[src/rtl/mc_controller.sv]
// mc_controller: multicycle RISC-V control FSM, ALU/immediate decode, retire counter, illegal-opcode halt
// Build option: define CTRL_BNE_EN to accept bne (branch funct3 001) in addition to beq.
// Ports:
//   clk, rst (async active-low)     clock and reset
//   Instr[31:0], zero               latched IR and ALU zero flag from the datapath
//   ImmSrc, ALUControl              immediate type and ALU operation (decoded from Instr)
//   ResultSrc, ALUSrcA, ALUSrcB     datapath mux selects
//   AddrSrc                         memory address select (0 PC, 1 Result)
//   IRWrite, PCWrite, RegWrite,
//   MemWrite                        write enables
//   instret[CNT_W-1:0]              retired-instruction count
//   halted                          illegal instruction seen, core stopped
module mc_controller #(
    parameter int CNT_W = 32
) (
    input  logic             clk,
    input  logic             rst,
    input  logic [31:0]      Instr,
    input  logic             zero,
    output logic [1:0]       ImmSrc,
    output logic [3:0]       ALUControl,
    output logic [1:0]       ResultSrc,
    output logic [1:0]       ALUSrcA,
    output logic [1:0]       ALUSrcB,
    output logic             AddrSrc,
    output logic             IRWrite,
    output logic             PCWrite,
    output logic             RegWrite,
    output logic             MemWrite,
    output logic [CNT_W-1:0] instret,
    output logic             halted
);
    typedef enum logic [3:0] {
        FETCH, DECODE, MEMADR, MEMREAD, MEMWB, MEMWRITE,
        EXECR, EXECI, ALUWB, BEQ, JAL, HALT
    } state_t;

    localparam logic [6:0] OP_LW  = 7'b0000011;
    localparam logic [6:0] OP_SW  = 7'b0100011;
    localparam logic [6:0] OP_R   = 7'b0110011;
    localparam logic [6:0] OP_I   = 7'b0010011;
    localparam logic [6:0] OP_BR  = 7'b1100011;
    localparam logic [6:0] OP_JAL = 7'b1101111;

    state_t            state_q, state_d;
    logic [CNT_W-1:0]  instret_q, instret_d;
    logic [6:0]        op;
    logic [2:0]        funct3;
    logic              f7b5, f3_ok, br_ok, br_take, retire;
    logic [3:0]        alu_dec;
    logic              unused_instr;

    assign op           = Instr[6:0];
    assign funct3       = Instr[14:12];
    assign f7b5         = Instr[30];
    assign unused_instr = ^{Instr[31], Instr[29:15], Instr[11:7]};
    assign f3_ok        = funct3 != 3'b011;

`ifdef CTRL_BNE_EN
    assign br_ok   = funct3 == 3'b000 || funct3 == 3'b001;
    assign br_take = funct3[0] ? ~zero : zero;
`else
    assign br_ok   = funct3 == 3'b000;
    assign br_take = zero;
`endif

    // funct7[5] selects sub only for R-type; I-type shifts have no arithmetic variant here
    always_comb begin
        case (funct3)
            3'b000:  alu_dec = (op == OP_R && f7b5) ? 4'b0001 : 4'b0000;
            3'b111:  alu_dec = 4'b0010;
            3'b110:  alu_dec = 4'b0011;
            3'b100:  alu_dec = 4'b0100;
            3'b010:  alu_dec = 4'b0101;
            3'b001:  alu_dec = 4'b0110;
            3'b101:  alu_dec = 4'b0111;
            default: alu_dec = 4'b0000;
        endcase
    end

    assign ALUControl = (state_q == EXECR || state_q == EXECI) ? alu_dec :
                        state_q == BEQ ? 4'b0001 : 4'b0000;
    assign ImmSrc     = op == OP_SW ? 2'b01 : op == OP_BR ? 2'b10 : op == OP_JAL ? 2'b11 : 2'b00;
    assign retire     = state_q == MEMWB || state_q == MEMWRITE || state_q == ALUWB || state_q == BEQ;
    assign instret_d  = retire ? instret_q + CNT_W'(1) : instret_q;
    assign instret    = instret_q;
    assign halted     = state_q == HALT;

    always_comb begin
        state_d   = state_q;
        ResultSrc = 2'b00;
        ALUSrcA   = 2'b00;
        ALUSrcB   = 2'b00;
        AddrSrc   = 1'b0;
        IRWrite   = 1'b0;
        PCWrite   = 1'b0;
        RegWrite  = 1'b0;
        MemWrite  = 1'b0;
        case (state_q)
            FETCH: begin
                // reset parks the FSM here, so only these enables need gating by rst
                IRWrite   = rst;
                PCWrite   = rst;
                ALUSrcB   = 2'b10;
                ResultSrc = 2'b10;
                state_d   = DECODE;
            end
            DECODE: begin
                ALUSrcA = 2'b01;
                ALUSrcB = 2'b01;
                case (op)
                    OP_LW, OP_SW: state_d = MEMADR;
                    OP_R:         state_d = f3_ok ? EXECR : HALT;
                    OP_I:         state_d = f3_ok ? EXECI : HALT;
                    OP_BR:        state_d = br_ok ? BEQ : HALT;
                    OP_JAL:       state_d = JAL;
                    default:      state_d = HALT;
                endcase
            end
            MEMADR: begin
                ALUSrcA = 2'b10;
                ALUSrcB = 2'b01;
                state_d = op == OP_LW ? MEMREAD : MEMWRITE;
            end
            MEMREAD: begin
                AddrSrc = 1'b1;
                state_d = MEMWB;
            end
            MEMWB: begin
                ResultSrc = 2'b01;
                RegWrite  = 1'b1;
                state_d   = FETCH;
            end
            MEMWRITE: begin
                AddrSrc  = 1'b1;
                MemWrite = 1'b1;
                state_d  = FETCH;
            end
            EXECR: begin
                ALUSrcA = 2'b10;
                state_d = ALUWB;
            end
            EXECI: begin
                ALUSrcA = 2'b10;
                ALUSrcB = 2'b01;
                state_d = ALUWB;
            end
            ALUWB: begin
                RegWrite = 1'b1;
                state_d  = FETCH;
            end
            BEQ: begin
                ALUSrcA = 2'b10;
                PCWrite = br_take;
                state_d = FETCH;
            end
            JAL: begin
                ALUSrcA = 2'b01;
                ALUSrcB = 2'b10;
                PCWrite = 1'b1;
                state_d = ALUWB;
            end
            default: state_d = HALT;
        endcase
    end

    always_ff @(posedge clk or negedge rst) begin
        if (!rst) begin
            state_q   <= FETCH;
            instret_q <= '0;
        end else begin
            state_q   <= state_d;
            instret_q <= instret_d;
        end
    end
endmodule

[config.mk]
export PLATFORM = sky130hd
export DESIGN_NAME = mc_controller
export DESIGN_NICKNAME = d
export VERILOG_FILES = /design/src/rtl/mc_controller.sv
export SDC_FILE = /design/constraint.sdc
export NUM_CORES = 1
export LEC_CHECK = 0
export BUFFER_PORTS_ARGS = -buffer_cell sky130_fd_sc_hd__buf_2
export CORE_ASPECT_RATIO = 1.2
export CORE_MARGIN = 3
export CORE_UTILIZATION = 30
export DETAILED_ROUTE_END_ITERATION = 10
export GPL_ROUTABILITY_DRIVEN = 0
export SLEW_MARGIN = 20
export SYNTH_ARGS = -nofsm -noshare
export SYNTH_HDL_FRONTEND = slang
export SYNTH_SLANG_ARGS = --single-unit
[constraint.sdc]
create_clock -name clk -period 1.9 [get_ports clk]
set_input_delay 0.19 -clock clk [delete_from_list [all_inputs] [get_ports clk]]
set_output_delay 0.19 -clock clk [all_outputs]
set_load 0.005 [all_outputs]
# Word-level counts from Yosys, hierarchy flattened
# Index checks and enable logic that the tools add are counted.
dict set report totals {
  reg_bits 36
  input_bits 35
  output_inout_bits 50
  word_cells 64
}
dict set report op_classes {
  n_addsub 1
  n_eq_ne 24
  n_mux 21
  n_reduce_logical 16
}
# op n
set op_table {}
lappend op_table {{32-bit by 1-bit adder with 32-bit output, second input constant} 1}
lappend op_table {{4-bit case mux with 6 select lines} 1}
lappend op_table {{3-bit case mux with 7 select lines} 1}
lappend op_table {{4-bit case mux with 5 select lines} 1}
lappend op_table {{4-bit by 3-bit equality test with 1-bit output, second input constant} 4}
lappend op_table {{4-bit equality test, second input constant} 4}
lappend op_table {{7-bit by 6-bit equality test with 1-bit output, second input constant} 2}
lappend op_table {{7-bit equality test, second input constant} 2}
lappend op_table {{3-bit equality test, second input constant} 4}
lappend op_table {{4-bit 2-to-1 mux} 3}
lappend op_table {{2-bit case mux with 2 select lines} 3}
lappend op_table {{2-bit OR reduction} 5}
lappend op_table {{4-bit by 2-bit equality test with 1-bit output, second input constant} 2}
lappend op_table {{2-bit 2-to-1 mux} 4}
lappend op_table {{4-bit OR reduction} 2}
lappend op_table {{7-bit by 2-bit equality test with 1-bit output, second input constant} 1}
lappend op_table {{7-bit by 5-bit equality test with 1-bit output, second input constant} 1}
lappend op_table {{1-bit 2-to-1 mux} 6}
lappend op_table {{3-bit OR reduction} 2}
lappend op_table {{4-bit by 1-bit equality test with 1-bit output, second input constant} 1}
lappend op_table {{4-bit zero test} 1}
lappend op_table {{1-bit logical OR} 4}
lappend op_table {{3-bit by 1-bit equality test with 1-bit output, second input constant} 1}
lappend op_table {{3-bit by 2-bit equality test with 1-bit output, second input constant} 1}
lappend op_table {{5 further kinds} 5}

# Logic depth before layout (Yosys ltp)
# Gate-level depths: netlist of the first run.
dict set report depth {
  depth_word 5
  depth_mapped 7
  mapped_depth_nobuf 6
}

# Worst setup path after synthesis of the first run
# No wires, ideal clock.
dict set report synth_path {
  kind {register -> register}
  startpoint {reg state_q[2]}
  endpoint {reg instret_q[26], in the netlist instret[26]}
  setup_time_ns 0.123
  arrival_ns 1.714
  t_required_ns 1.777
  slack_ns 0.063
  stages_incl_launch_ff 8
  path_buffers 2
  period_less_slack_ns 1.837
  path_cell_list {dfrtp_1 > buf_4 > xnor2_2 > or3_1 > clkbuf_1 > and3b_1 > nand4_1 > xnor2_1}
}
dict set report synth_between {
  elab_chain_len 4
  elab_cells_between_ends 7
  cone_classes {eq/ne: 4; reduce/logical: 3}
}
# element line_no
set synth_rtl {}
lappend synth_rtl {{start: declaration} 45} ;# state_t state_q, state_d;
lappend synth_rtl {{start signal: assignment} 172} ;# state_q <= state_d;
lappend synth_rtl {{4-bit by 3-bit equality test with 1-bit output} 84} ;# assign retire = state_q == MEMWB || state_q == MEMWRITE || state_q == ALUWB || state_q == BEQ;
lappend synth_rtl {{1-bit logical OR (2 in series)} 84}
lappend synth_rtl {{1-bit logical OR *} 84}
lappend synth_rtl {{end signal: assignment} 173} ;# instret_q <= instret_d;
lappend synth_rtl {{end: declaration} 46} ;# logic [CNT_W-1:0] instret_q, instret_d;
# Mark *: on every way between the ends. The rest lies on a longest branch, timed or not.
# A chain may end at the register's enable or synchronous reset.

# Worst setup path in the final report of the first run
dict set report layout_path {
  startpoint {reg state_q[1]}
  endpoint {out ALUSrcA[0]}
}
dict set report layout_between {
  elab_chain_len 3
  elab_cells_between_ends 9
  cone_classes {eq/ne: 6; mux: 1; reduce/logical: 2}
}
# element line_no
set layout_rtl {}
lappend layout_rtl {{4-bit by 3-bit equality test with 1-bit output, or another cell as far along} 99} ;# case (state_q)
lappend layout_rtl {{4-bit OR reduction (no source line) or 2-bit OR reduction (tied branches)} n/a}
lappend layout_rtl {{2-bit case mux with 2 select lines *} 99}
lappend layout_rtl {{end: declaration} 23} ;# output logic [1:0] ALUSrcA,
# Marked as above.

==> run metrics, run 1 <==
status finished, final reports clean; reg2reg start state_q[1]; GRT Util Overall 12.58%; Area Overhead vs Synth 30.00%; #FFs+latches synth 36; critical path's slowest cell or3b_2; I/O pins 85; number of placement rows 32; Async SR Flop Fraction 100.0%; Num Clock Sinks 36; die area approximately 0.0079 mm²; Core ar. 0.006526 mm²; worst path required time ~1.7 ns; CTS root buf clkbuf_8; Setup Skew 0.008293 ns; power density over cell area around 1000 mW/mm²; dpl cells 374; Worst Path Arrival 1.62 ns; critical path, cell by cell buf_4, or3b_2, a21oi_1, buf_2; mux cell area share after synthesis 1.524%; Synth Area in XOR/XNOR 15.73%; number of inserted diodes 0; Tot Pwr 2.755 mW; Vias/cell 4.705; commonest non-fill, non-tap cell in the layout buf_2; Final Critical Period 1.808 ns; max_cap viols 0; maximum VDD drop 0.5690 mV; Synth top area share a little over two fifths; TritonCTS Buffers 5; EDFF count, synth 0; setup repair bufs after CTS 0; largest net degree at the start of global routing 32; Final Max Tran Viols 0; startpoint types register; Starting Density 31.44%; main flop type after synthesis dfrtp_1; RSZ-0062 raised after global routing no; top cells by area, synth dfrtp_1 (44%), xor2_1 (7.7%), xnor2_1 (7.3%); post-synthesis sequential area ratio 43.90%; setup TNS 0 ns; cell area after synthesis 0.002052 mm²; Syn Nets 257; CP endpoint kind output pin; DR vias ~1800; layout net count about 330; worst skew pair latency 0.29 ns; Detailed Routing Iterations Pass 1 4; drt wl/cell between 10 and 15 µm; Netlist cell types 45; Worst-path clk slew 0.07 ns; P_leak 1.347 nW; drt total wl 4.684 mm; Final period util approximately 95%; Starting DRT DRC Count 58; H-tree lvl count 2; Simple-Gate Fraction of Synth Area between 20 and 30%; r2r setup slk 0.14 ns; final non-filler cell total 383; largest family of logic cells by synthesized area simple AND/OR/NAND/NOR gates; Synth area leader dfrtp_1; antenna viol nets, final 0; I/O Buffers 62; HP Class input port to async pin; first-pass GRT wire length 7.783 mm; Die X-Extent about 81 µm; Worst Path Class, Setup register to output pin; Avg Synthesized Cell Area 9.285 µm²; worst r2r dst state_q[0]; vias in the first global route 1727; # setup viols final 0; Die Y 96.60 µm; initial antenna violation count 0; commonest cells after routing, fill and taps aside buf_2 (62), dfrtp_1 (36), nand2_1 (25), nor2_1 (25), xor2_1 (18); layout cells sized above 1 32.55%; clock tree from TritonCTS built; post-synthesis compound-gate area fraction 7.317%; Crit path largest cell delay between 0.4 and 0.5 ns; Hold Violations, Final 0; Synthesis Warnings 0; Post-DP HPWL 3.563 mm; adder-cell share of the synthesized area 0.6098%; CP max FO 11; f_max 553.1 MHz; Synth Instances 221; Reg2Reg Depth 5; Max Root-Sink Buffers 2; grt ovf 0; drt drc 0
[stage by stage]
| stage | utilization (%) | cell area [µm²] | hold WS [ns] | setup slack, ns |
|---|---|---|---|---|
| after floorplan | - | 2052 | -0.1056 | 0.06254 |
| after global placement | 38.92 | 2540 | 0.04611 | -0.02197 |
| after detailed placement | 38.92 | 2540 | 0.04760 | -0.02147 |
| after CTS | 40.51 | 2644 | 0.2638 | 0.02790 |
| after global routing | 40.87 | 2668 | 0.2809 | 0.008301 |
| final | 40.87 | 2668 | 0.2706 | 0.09212 |
[how the worst max path moves through the flow]
stage | start | to | slack, ns | cells after the start
floorplan | state_q[2] | instret[26] | 0.06 | 7
global placement | state_q[3] | instret[31] | -0.02 | 6
detailed placement | state_q[3] | instret[31] | -0.02 | 6
CTS | instret[1] | instret[16] | 0.03 | 6
global route | instret[12] | instret[31] | 0.008 | 5
finish | state_q[1] | ALUSrcA[0] | 0.09 | 4
[cells by family (layout without fill, tap and decap cells)]
family / Yosys count / after routing
AOI/OAI and AO/OA: 24 / 24
muxes: 3 / 3
and+or+nand+nor: 105 / 105
buffers and inverters: 15 / 92
adders and majority gates: 1 / 1
xor gates and xnor gates: 36 / 36
other: 1 / 1
DFF: 36 / 36
[synth_stat cells (2+ instances only)]
master,instances
or3b_2,2
nand2_1,25
nor3b_1,3
buf_1,2
buf_4,2
nor3_1,8
xor2_1,18
nand3b_1,3
nand4b_1,2
nand2b_1,4
a211oi_1,2
inv_1,6
o22ai_1,2
nor4_1,3
dfrtp_1,36
nand3_1,7
a21oi_1,10
nor2_1,25
a31oi_1,2
clkbuf_1,5
and3_1,2
and4_1,2
o21ai_0,2
nand4_1,7
mux2i_1,2
xnor2_1,17
or3_1,4
[timing repair]
item / in CTS / in global routing
hold endpoints to repair: 5 / 0
setup endpoints to repair: 4 / 5
hold buffers: 1 / 0
pin swaps: 0 / 0
resized for setup: 1 / 4
[cell type report]
| type | instances | area (µm²) |
|---|---|---|
| Clock buffer | 5 | 68.82 |
| Inverter | 6 | 22.52 |
| Sequential cell | 36 | 900.9 |
| Multi-Input combinational cell | 170 | 1114 |
| Tap cell | 85 | 106.4 |
| Timing Repair Buffer | 78 | 436.7 |
| Clock inverter | 3 | 18.77 |
| Fill cell | 666 | 3859 |
[power by group]
group	leakage, nW	internal, mW	switching [mW]
clock	0.0479	0.255	0.286
sequential	0.488	0.871	0.0805
combinational	0.812	0.601	0.661
[routing by layer]
metal / GRT usage (%) / part of all wire (%)
met4: 5.070 / 1.4
met1: 15.66 / 44
met3: 2.412 / 6.9
met2: 21.20 / 48
met5: 0 / 0
[worst max-delay path: cells and delay by family (launching register included)]
family	cells	cell delay (ns)
DFF	1	0.41
and+or+nand+nor	1	0.46
AOI/OAI and AO/OA	1	0.15
buffers and inverters	2	0.31
[flip-flops by register name (all words and copies together) (netlist names)]
name,flops
instret,32
state_q,4
Power figures use the tool's default switching activity.
==> run 2, diff against run 1 <==
--- a/config.mk
+++ b/config.mk
@@ -11,6 +11,8 @@
 export CORE_UTILIZATION = 30
 export DETAILED_ROUTE_END_ITERATION = 10
 export GPL_ROUTABILITY_DRIVEN = 0
+export REMOVE_ABC_BUFFERS = 1
+export SETUP_SLACK_MARGIN = 0.15
 export SLEW_MARGIN = 20
 export SYNTH_ARGS = -nofsm -noshare
 export SYNTH_HDL_FRONTEND = slang
==> run 2 against run 1 <==
Net effect:
- worst hold slack worse by 0.23 ns
- maximum frequency is 1.9% higher
- clock skew is 0.0065 ns lower
- global-route usage is 0.91 points higher
- clock power is 4.1% lower
- sequential cell count stayed put
- sequential share of layout area is 2.5 points lower
==> run metrics, run 2 (synthesis gave the netlist of run 1 again) <==
status finished, final reports clean; critical path, cell by cell ha_2, nand4b_1, or3_4, and3b_2, nand4_1, xnor2_1; placed cell areas 0.002517 mm² (-0.89%); number of inserted diodes 0 (unchanged); layout cells sized above 1 40.84% (+8.3 points); H-tree lvl count 2 (unchanged); GRT Util Overall 13.49% (+0.91 points); Worst Path Arrival 1.98 ns (+0.36 ns); WHS 0.04149 ns (-0.2291 ns); number of fill cells 637 (-4.4%); Area Overhead vs Synth 40.85%; grt ovf 0 (unchanged); Vias/cell 4.793 (+1.9%); maximum VDD drop 0.6238 mV (+9.6%); layout net count 347 (+4.2%); share of power burned in the clock network 16.4% (-3.2 points); Tot Pwr 3.154 mW (+14%); max reg flops 32 (unchanged); Setup WS post-layout 0.1258 ns (+0.03372 ns); I/O Buffers 62 (unchanged); commonest non-fill, non-tap cell in the layout buf_2; largest net degree at the start of global routing 37 (+16%); antenna viol nets, final 0 (unchanged); Max Root-Sink Buffers 2 (unchanged); RSZ-0062 raised after global routing yes; vias in the first global route 1820 (+5.4%); P_leak 1.473 nW (+9.3%); worst path required time 2.10 ns (+0.39 ns); Num Clock Sinks 36 (unchanged); sw frac 36.42% (-0.87 points); Die Y 96.60 µm (unchanged); Starting DRT DRC Count 86 (+48%); first-pass GRT wire length 8.369 mm (+7.5%); Worst-path clk slew 0.07 ns (about the same); drt total wl 5.094 mm (+8.8%); CP max FO 6 (-5); net switching power 1.149 mW (+12%); Setup Skew 0.001805 ns (-0.006488 ns); Post-DP HPWL 3.536 mm (-0.76%); Final period util 93.38% (-1.8 points); CP delay by family, top simple AND/OR/NAND/NOR gates; Pint 2.005 mW (+16%); worst skew pair latency 0.29 ns (about the same); drt drc 0 (unchanged); final design instance area without fill 0.002890 mm² (+8.3%); CTS root buf clkbuf_8; CP endpoint kind register; post-place setup slack 0.02626 ns (+0.04773 ns); number of placement rows 32 (unchanged); drt wl/cell 12.86 µm (+5.2%); Final Max Tran Viols 0 (unchanged); setup TNS 0 ns (unchanged); Reg2Reg Depth 6 (+1); Seq pwr share 31.6% (-2.9 points); # setup viols final 0 (unchanged); Hold Violations, Final 0 (unchanged); max_cap viols 0 (unchanged); HP Class input port to async pin; r2r setup slk 0.13 ns (about the same); Layout Utilization 44.29% (+3.4 points); final non-filler cell total 396 (+3.4%); startpoint types register; Die X-Extent 81.50 µm (unchanged); crit path buf inv count 0 (-2); Starting Density 31.44% (unchanged); commonest cells after routing, fill and taps aside buf_2 (62), dfrtp_1 (34), buf_4 (23); dpl cells 371 (-0.80%); critical path's slowest cell or3_4; Core ar. 0.006526 mm² (unchanged); Worst Path Class, Setup register to register; I/O pins 85 (unchanged); power density over cell area 1091 mW/mm² (+5.7%); Detailed Routing Iterations Pass 1 4 (unchanged); Comb power frac 51.9% (+6.1 points); crit path from instret[1]; worst r2r dst instret[26]; Crit path largest cell delay 0.40 ns (-0.06 ns); f_max 563.6 MHz (+1.9%); DR vias 1898 (+5.3%); Final Critical Period 1.774 ns (-0.03372 ns); reg2reg start instret[1]; clock tree from TritonCTS built; initial antenna violation count 0 (unchanged); die area 0.007872 mm² (unchanged); TritonCTS Buffers 5 (unchanged)
-- run 2: how the worst max path moves through the flow --
| stage | to | slack (ns) | cells after the start |
|---|---|---|---|
| finish | instret[26] | 0.13 | 6 |
| global route | instret[26] | 0.03 | 6 |
| CTS | instret[26] | 0.13 | 5 |
| detailed placement | instret[26] | 0.03 | 6 |
| global placement | instret[31] | 0.04 | 5 |
| floorplan | instret[26] | -0.07 | 5 |
-- run 2: final cells by class --
type | count | area [µm²] | area share, %
clock buffer | 6 | 72.57 | 2.511
clock inverter | 1 | 5.005 | 0.1732
inverter | 6 | 22.52 | 0.7792
multi-input combinational | 170 | 1219 | 42.16
sequential | 36 | 903.4 | 31.26
tap | 85 | 106.4 | 3.680
timing repair buffer | 92 | 561.8 | 19.44
-- run 2: routing by layer --
metal  share of wire [%]  routed length [µm]  GRT usage (%)  vias to the layer above
met5                   0                   0              0                        -
met4                 1.5                  75          5.070                        0
met3                 6.6                 337          3.340                        5
met2                  47                2403          22.08                       60
met1                  45                2278          17.06                      892
li1                    -                   -              -                      941
-- run 2: what timing repair did --
action | CTS | global route
setup endpoints to repair | 12 | 25
pin swaps | 2 | 15
hold buffers | 0 | 0
resized for setup | 7 | 28
buffers inserted | 9 | 9
cloned | 1 | 0
-- run 2: worst reg2reg max path: cells and delay by family (launching register included) --
| kind | cells | cell delay (ns) |
|---|---|---|
| XOR/XNOR | 1 | 0.19 |
| AND/OR/NAND/NOR | 4 | 0.94 |
| adder cells (fa/ha/maj) | 1 | 0.19 |
| flip-flops | 1 | 0.37 |
-- run 2: power by group through the flow --
stage	clock network [mW]	registers, mW	logic (mW)
6_report	0.519	0.997	1.64
5_1_grt	0.563	1.01	1.79
4_1_cts	0.534	0.975	1.38
3_5_place_dp	0	0.986	1.19
3_3_place_gp	0	0.983	1.18
2_1_floorplan	0	1.10	0.570
